`src/rtl/mips_pkg.sv`:
```
// Shared MIPS pipeline constants and the IF/ID payload type.
package mips_pkg;

  localparam int unsigned XLEN       = 32;
  localparam int unsigned WORD_BYTES = 4;

  localparam logic [XLEN-1:0] NOP_INSTR        = 32'h0000_0000;
  localparam logic [XLEN-1:0] DEFAULT_RESET_PC = 32'h0000_0000;

  // Contents of one IF/ID pipeline register slot.
  typedef struct packed {
    logic [XLEN-1:0] pc4;
    logic [XLEN-1:0] instr;
    logic            valid;
  } ifid_t;

  localparam ifid_t IFID_BUBBLE = '{pc4: '0, instr: NOP_INSTR, valid: 1'b0};

endpackage

```
`src/rtl/if_fetch_stage_if.sv`:
```
// Fetch-stage bus: hazard/redirect controls, instruction memory port, IF/ID outputs.
//   master : the fetch stage (drives imem_addr_o, ifid_*, oob_err_o, fetch_cnt_o)
//   slave  : the surrounding pipeline / memory model
interface if_fetch_stage_if #(
  parameter int unsigned CNT_W = 16
);
  logic             stall_i;
  logic             flush_i;
  logic             redirect_i;
  logic [31:0]      redirect_pc_i;
  logic [31:0]      imem_addr_o;
  logic [31:0]      imem_instr_i;
  logic [31:0]      ifid_pc4_o;
  logic [31:0]      ifid_instr_o;
  logic             ifid_valid_o;
  logic             oob_err_o;
  logic [CNT_W-1:0] fetch_cnt_o;

  modport master (
    input  stall_i, flush_i, redirect_i, redirect_pc_i, imem_instr_i,
    output imem_addr_o, ifid_pc4_o, ifid_instr_o, ifid_valid_o, oob_err_o, fetch_cnt_o
  );

  modport slave (
    output stall_i, flush_i, redirect_i, redirect_pc_i, imem_instr_i,
    input  imem_addr_o, ifid_pc4_o, ifid_instr_o, ifid_valid_o, oob_err_o, fetch_cnt_o
  );
endinterface

```
`src/rtl/if_id_reg.sv`:
```
// Pipeline register slot with bubble > hold > load priority.
//   clk_i, rst_i : clock, async active-high reset (resets to a bubble)
//   bubble_i     : replace contents with a bubble
//   hold_i       : keep current contents
//   load_i       : payload captured when neither bubble nor hold
//   q_o          : registered payload
module if_id_reg
  import mips_pkg::*;
(
  input  logic  clk_i,
  input  logic  rst_i,
  input  logic  bubble_i,
  input  logic  hold_i,
  input  ifid_t load_i,
  output ifid_t q_o
);

  always_ff @(posedge clk_i or posedge rst_i) begin
    if (rst_i) begin
      q_o <= IFID_BUBBLE;
    end else if (bubble_i) begin
      q_o <= IFID_BUBBLE;
    end else if (!hold_i) begin
      q_o <= load_i;
    end
  end

endmodule

```
`src/rtl/if_fetch_stage.sv`:
```
// MIPS fetch stage: owns the PC, reads instruction memory combinationally and
// fills the IF/ID register; flags out-of-range fetches and counts valid loads.
//   clk_i, rst_i : clock, async active-high reset
//   bus          : if_fetch_stage_if.master (controls, imem port, IF/ID outputs)
module if_fetch_stage
  import mips_pkg::*;
#(
  parameter logic [31:0] RESET_PC   = DEFAULT_RESET_PC,
  parameter int unsigned IMEM_WORDS = 32,
  parameter int unsigned CNT_W      = 16
) (
  input  logic                clk_i,
  input  logic                rst_i,
  if_fetch_stage_if.master    bus
);

  // 33 bits so IMEM_WORDS*4 cannot overflow the comparison.
  localparam logic [32:0] IMEM_LIMIT = 33'(IMEM_WORDS) * 33'(WORD_BYTES);

  logic [31:0]      pc_q;
  logic [31:0]      pc_d;
  logic [CNT_W-1:0] cnt_q;
  logic             oob_q;
  logic             in_range_c;
  logic             kill_c;
  logic             bubble_c;
  logic             load_valid_c;
  logic             oob_set_c;
  ifid_t            ifid_load_c;
  ifid_t            ifid_q;

  // Next PC and IF/ID control decode.
  always_comb begin
    in_range_c   = {1'b0, pc_q} < IMEM_LIMIT;
    kill_c       = bus.flush_i | bus.redirect_i;
    bubble_c     = kill_c | (~bus.stall_i & ~in_range_c);
    load_valid_c = ~kill_c & ~bus.stall_i & in_range_c;
    oob_set_c    = ~kill_c & ~bus.stall_i & ~in_range_c;
    ifid_load_c  = '{pc4: pc_q + 32'(WORD_BYTES), instr: bus.imem_instr_i, valid: 1'b1};
    pc_d         = pc_q + 32'(WORD_BYTES);
    if (bus.redirect_i) begin
      pc_d = {bus.redirect_pc_i[31:2], 2'b00};
    end else if (bus.stall_i) begin
      pc_d = pc_q;
    end
  end

  // PC, sticky out-of-range flag and saturating fetch counter.
  always_ff @(posedge clk_i or posedge rst_i) begin
    if (rst_i) begin
      pc_q  <= RESET_PC;
      oob_q <= 1'b0;
      cnt_q <= '0;
    end else begin
      pc_q <= pc_d;
      if (oob_set_c) begin
        oob_q <= 1'b1;
      end
      if (load_valid_c && (cnt_q != '1)) begin
        cnt_q <= cnt_q + CNT_W'(1);
      end
    end
  end

  if_id_reg u_if_id_reg (
    .clk_i    (clk_i),
    .rst_i    (rst_i),
    .bubble_i (bubble_c),
    .hold_i   (bus.stall_i),
    .load_i   (ifid_load_c),
    .q_o      (ifid_q)
  );

  assign bus.imem_addr_o  = pc_q;
  assign bus.ifid_pc4_o   = ifid_q.pc4;
  assign bus.ifid_instr_o = ifid_q.instr;
  assign bus.ifid_valid_o = ifid_q.valid;
  assign bus.oob_err_o    = oob_q;
  assign bus.fetch_cnt_o  = cnt_q;

endmodule

```
`src/flat_wrapper.sv`:
```
// flat-port wrapper written by rule: the top's interface ports become plain ports
module if_fetch_stage_flat import mips_pkg::*;
#(
  parameter logic [31:0] RESET_PC   = DEFAULT_RESET_PC,
  parameter int unsigned IMEM_WORDS = 32,
  parameter int unsigned CNT_W      = 16
)
  (clk_i, rst_i, bus_stall_i, bus_flush_i, bus_redirect_i, bus_redirect_pc_i, bus_imem_instr_i, bus_imem_addr_o, bus_ifid_pc4_o, bus_ifid_instr_o, bus_ifid_valid_o, bus_oob_err_o, bus_fetch_cnt_o);
  if_fetch_stage_if #(.CNT_W(CNT_W)) bus_i ();
  input  logic clk_i;
  input  logic rst_i;
  input wire logic [$bits(bus_i.stall_i)-1:0] bus_stall_i;
  input wire logic [$bits(bus_i.flush_i)-1:0] bus_flush_i;
  input wire logic [$bits(bus_i.redirect_i)-1:0] bus_redirect_i;
  input wire logic [$bits(bus_i.redirect_pc_i)-1:0] bus_redirect_pc_i;
  input wire logic [$bits(bus_i.imem_instr_i)-1:0] bus_imem_instr_i;
  output wire logic [$bits(bus_i.imem_addr_o)-1:0] bus_imem_addr_o;
  output wire logic [$bits(bus_i.ifid_pc4_o)-1:0] bus_ifid_pc4_o;
  output wire logic [$bits(bus_i.ifid_instr_o)-1:0] bus_ifid_instr_o;
  output wire logic [$bits(bus_i.ifid_valid_o)-1:0] bus_ifid_valid_o;
  output wire logic [$bits(bus_i.oob_err_o)-1:0] bus_oob_err_o;
  output wire logic [$bits(bus_i.fetch_cnt_o)-1:0] bus_fetch_cnt_o;
  assign bus_i.stall_i = bus_stall_i;
  assign bus_i.flush_i = bus_flush_i;
  assign bus_i.redirect_i = bus_redirect_i;
  assign bus_i.redirect_pc_i = bus_redirect_pc_i;
  assign bus_i.imem_instr_i = bus_imem_instr_i;
  assign bus_imem_addr_o = bus_i.imem_addr_o;
  assign bus_ifid_pc4_o = bus_i.ifid_pc4_o;
  assign bus_ifid_instr_o = bus_i.ifid_instr_o;
  assign bus_ifid_valid_o = bus_i.ifid_valid_o;
  assign bus_oob_err_o = bus_i.oob_err_o;
  assign bus_fetch_cnt_o = bus_i.fetch_cnt_o;
  if_fetch_stage #(.RESET_PC(RESET_PC), .IMEM_WORDS(IMEM_WORDS), .CNT_W(CNT_W)) u_core (.clk_i(clk_i), .rst_i(rst_i), .bus(bus_i));
endmodule
```
`config.mk`:
```
export PLATFORM = sky130hd
export DESIGN_NAME = if_fetch_stage_flat
export DESIGN_NICKNAME = d
export VERILOG_FILES = /design/src/rtl/mips_pkg.sv /design/src/rtl/if_fetch_stage_if.sv /design/src/rtl/if_id_reg.sv /design/src/rtl/if_fetch_stage.sv /design/src/flat_wrapper.sv
export SDC_FILE = /design/constraint.sdc
export NUM_CORES = 1
export LEC_CHECK = 0
export ABC_AREA = 1
export CORE_MARGIN = 10
export CORE_UTILIZATION = 48
export DETAILED_ROUTE_END_ITERATION = 10
export PLACE_DENSITY = 0.81
export SLEW_MARGIN = 25
export SYNTH_ARGS = -nofsm -noshare
export SYNTH_HDL_FRONTEND = slang
export SYNTH_HIERARCHICAL = 1
export SYNTH_SLANG_ARGS = --single-unit
```
`constraint.sdc`:
```
create_clock -name clk_i -period 2.9 [get_ports clk_i]
set_input_delay 0.725 -clock clk_i [delete_from_list [all_inputs] [get_ports clk_i]]
set_output_delay 0.725 -clock clk_i [all_outputs]
set_load 0.01 [all_outputs]
```
==> metrics.cfg <==
[power_and_ir_drop]
vdd_drop_max_uv = 231
internal_power_w = 0.00257
p_clk_share_pct = 35.6
combPwrFrac_pct = 16.4
sw_frac_of_total_pct = 27.6
p_total_w = 0.00355
p_switching_w = 0.000981
p_seq_share_pct = 48.0
power.leakage_nw = 4.08
power_density_mw_per_mm2 = 426

[sta]
setup_viol = 0
setup_tns_ns = 0
fin_crit_ns = 2.44
slew_violations = 0
hold_viol_final = 0
maxSlewHeadroom_pct = 50.3
rsz0062_at_grt = false
tightestPinTransition_ns = 0.745
finalClockSkew_ns = 0.0103
period_share_pct = 84.2
fmax_mhz = 409

[logic_synthesis]
synth_cells = 850
ys_top_cells_by_area = dfrtp_1, nand2_1, nand3_1, inv_1, nor2_1
yosys_warnings = 6
synth-seq-cells = 112
netlist_area_mm2 = 0.00612
synth_top_area_share_pct = 45.8
async_flop_share_pct = 100
avgSynthCellArea_um2 = 7.20
ys_seq_area_share_pct = 45.8
yosys.area.top_type = dfrtp_1
synthFlopType = dfrtp_1
yosys.cell_types.count = 31
synth_edf_count = 0

[worst_hold_path]
hold_path_class = flip-flop to flip-flop

[flow_run]
drv_cap = 0

[finish]
nNetsFinal = 1090
final_cell_mix = nand2_1, clkdlybuf4s50_1, dfrtp_1
layout-drive-gt1-share_pct = 4.30
final_common_cell = nand2_1
syn2layout_area_growth_pct = 36.2
diodes = 0
fin_util_pct = 66.3
stdcell_area_mm2 = 0.00834

[worst_setup_path]
worstSetupEndpointType = flip-flop
cp_cell_sequence = clkdlybuf4s50_1 -> nor2_2 -> inv_1 -> o21ai_0 -> inv_1 -> nand2_1
cpMaxStageDelayCell = nor2_2
path_class = input port to flip-flop
slowest_delay_ns = 0.62
worst_path_most_repeated_cell = inv_1
cp_max_fo = 16
required_ns = 3.20
start_kind = input port
arrival_ns = 2.74
r2r_slack_ns = 0.73
worst-path-buf-inv = 3
cp_top_family = buffers and inverters

[die]
pin_count = 183
num_rows = 41
die_width_um = 133
core_mm2 = 0.0126
die_height_um = 133
initial_core_util_pct = 48.7
die_area_mm2 = 0.0177

[clocking]
cts_hold_buf = 0
cts.sinks = 112
insertion_delay_ns = 0.36
cts_setup_buffers = 0
cts_resized = 0
cts.path.max_buffers = 2
htreeDepth = 3
cts_tree = done
clk_pin_slew_ns = 0.07
cts_root_buf = clkbuf_16
cts-buffers-inserted = 9

[place]
port_buffers = 178
hpwl_um = 14400
dpl_cell_area_mm2 = 0.00804
routabilityCongestion = 0.960

[global_route]
grt_start_max_net_pins = 68
grt_pass1_wl_um = 30900
antenna_found_initial = 0
grt.overflow.total = 0
track_usage_pct = 21.4
grt_pass1_vias = 5717

[drt]
viasPerCell = 5.03
remaining_drc_errors = 0
routedWlPerCell_um = 16.1
wirelength_um = 19300
vias = 6013
ant_nets = 0
drt_iter0_drc = 507
firstDrtPassIters = 5

[outcome]
outcome = finished clean

## registers in the layout, indices dropped and copies added, names as in the netlist
name,cells
u_core/bus.oob_err_o,1
u_core/u_if_id_reg/q_o,65
u_core/bus.fetch_cnt_o,16
u_core/bus.imem_addr_o,30
## per-layer routing
metal  routed length (um)  track usage (%)  vias up
li1                     -                -     2981
met1                 8220             26.9     2794
met2                 8920             33.7      210
met3                 1760             7.08       28
met4                  401             7.58        0
met5                    0                0        -
## tightest hold or removal path: stages, from the launching register on
cell and delay (ns):
dfrtp_1 0.34, nand3_1 0.07, nand2_1 0.06
## power groups by stage
stage	clock, W	combinational [W]	sequential [W]
after detailed placement	0	0.000585	0.00173
after floorplan	0	0.000249	0.00175
after global routing	0.00134	0.000639	0.00172
after global placement	0	0.000576	0.00173
final	0.00126	0.000583	0.00171
after CTS	0.00129	0.000587	0.00170
## per-stage QoR
step	hold slack [ns]	worst slack, ns	instances
global placement	0.488	0.197	1180
global route	0.527	0.313	1196
detailed placement	0.488	0.0770	1180
floorplan	0.513	0.549	853
CTS	0.510	0.439	1196
finish	0.507	0.457	1196
## cells in the mapped netlist (3+ instances only)
library cell  count
a22o_1            4
o211ai_1          6
nor2_4            4
clkbuf_1          9
nand4_1          10
nand3_1         106
buf_2            13
inv_1            79
nand3b_1          3
nor2_2            4
dfrtp_1         112
o21ai_0          20
buf_6             6
o21bai_1          4
nor2_1           72
buf_4             5
xor2_1           18
nand2_1         357
## path summary, 6_finish.rpt
path | start | end | depth (start not counted)
setup / recovery | bus_redirect_i | u_core/bus.imem_addr_o[30] | 6
hold / removal | u_core/u_if_id_reg/q_o[15] | u_core/u_if_id_reg/q_o[15] | 2
setup reg to reg | u_core/bus.imem_addr_o[9] | u_core/u_if_id_reg/q_o[64] | 11
hold reg to reg | u_core/u_if_id_reg/q_o[15] | u_core/u_if_id_reg/q_o[15] | 2
max in group asynchronous | rst_i | u_core/u_if_id_reg/q_o[15] | 3
min in group asynchronous | rst_i | u_core/bus.imem_addr_o[28] | 2
## cell type report
cell class	instances	area [um2]
fillers	1095	4230
multi-input cells	626	2820
flip-flops and latches	112	2800
repair buffers	188	1890
inverters	82	308
clock buffers	11	233
well taps	172	215
clock inverters	5	63.8
## kinds of logic (layout without fill, tap and decap cells)
logic type      Yosys count  count (layout)  synth area share, %
simple gates            564             564                 38.9
xor+xnor                 20              20                 2.86
compound gates           35              35                 3.58
flops                   112             112                 45.8
fa+ha+maj                 2               2                0.409
buf+inv                 115             286                 8.36
other cells               2               5                0.123
No activity file was read; power rests on OpenSTA's default activity.
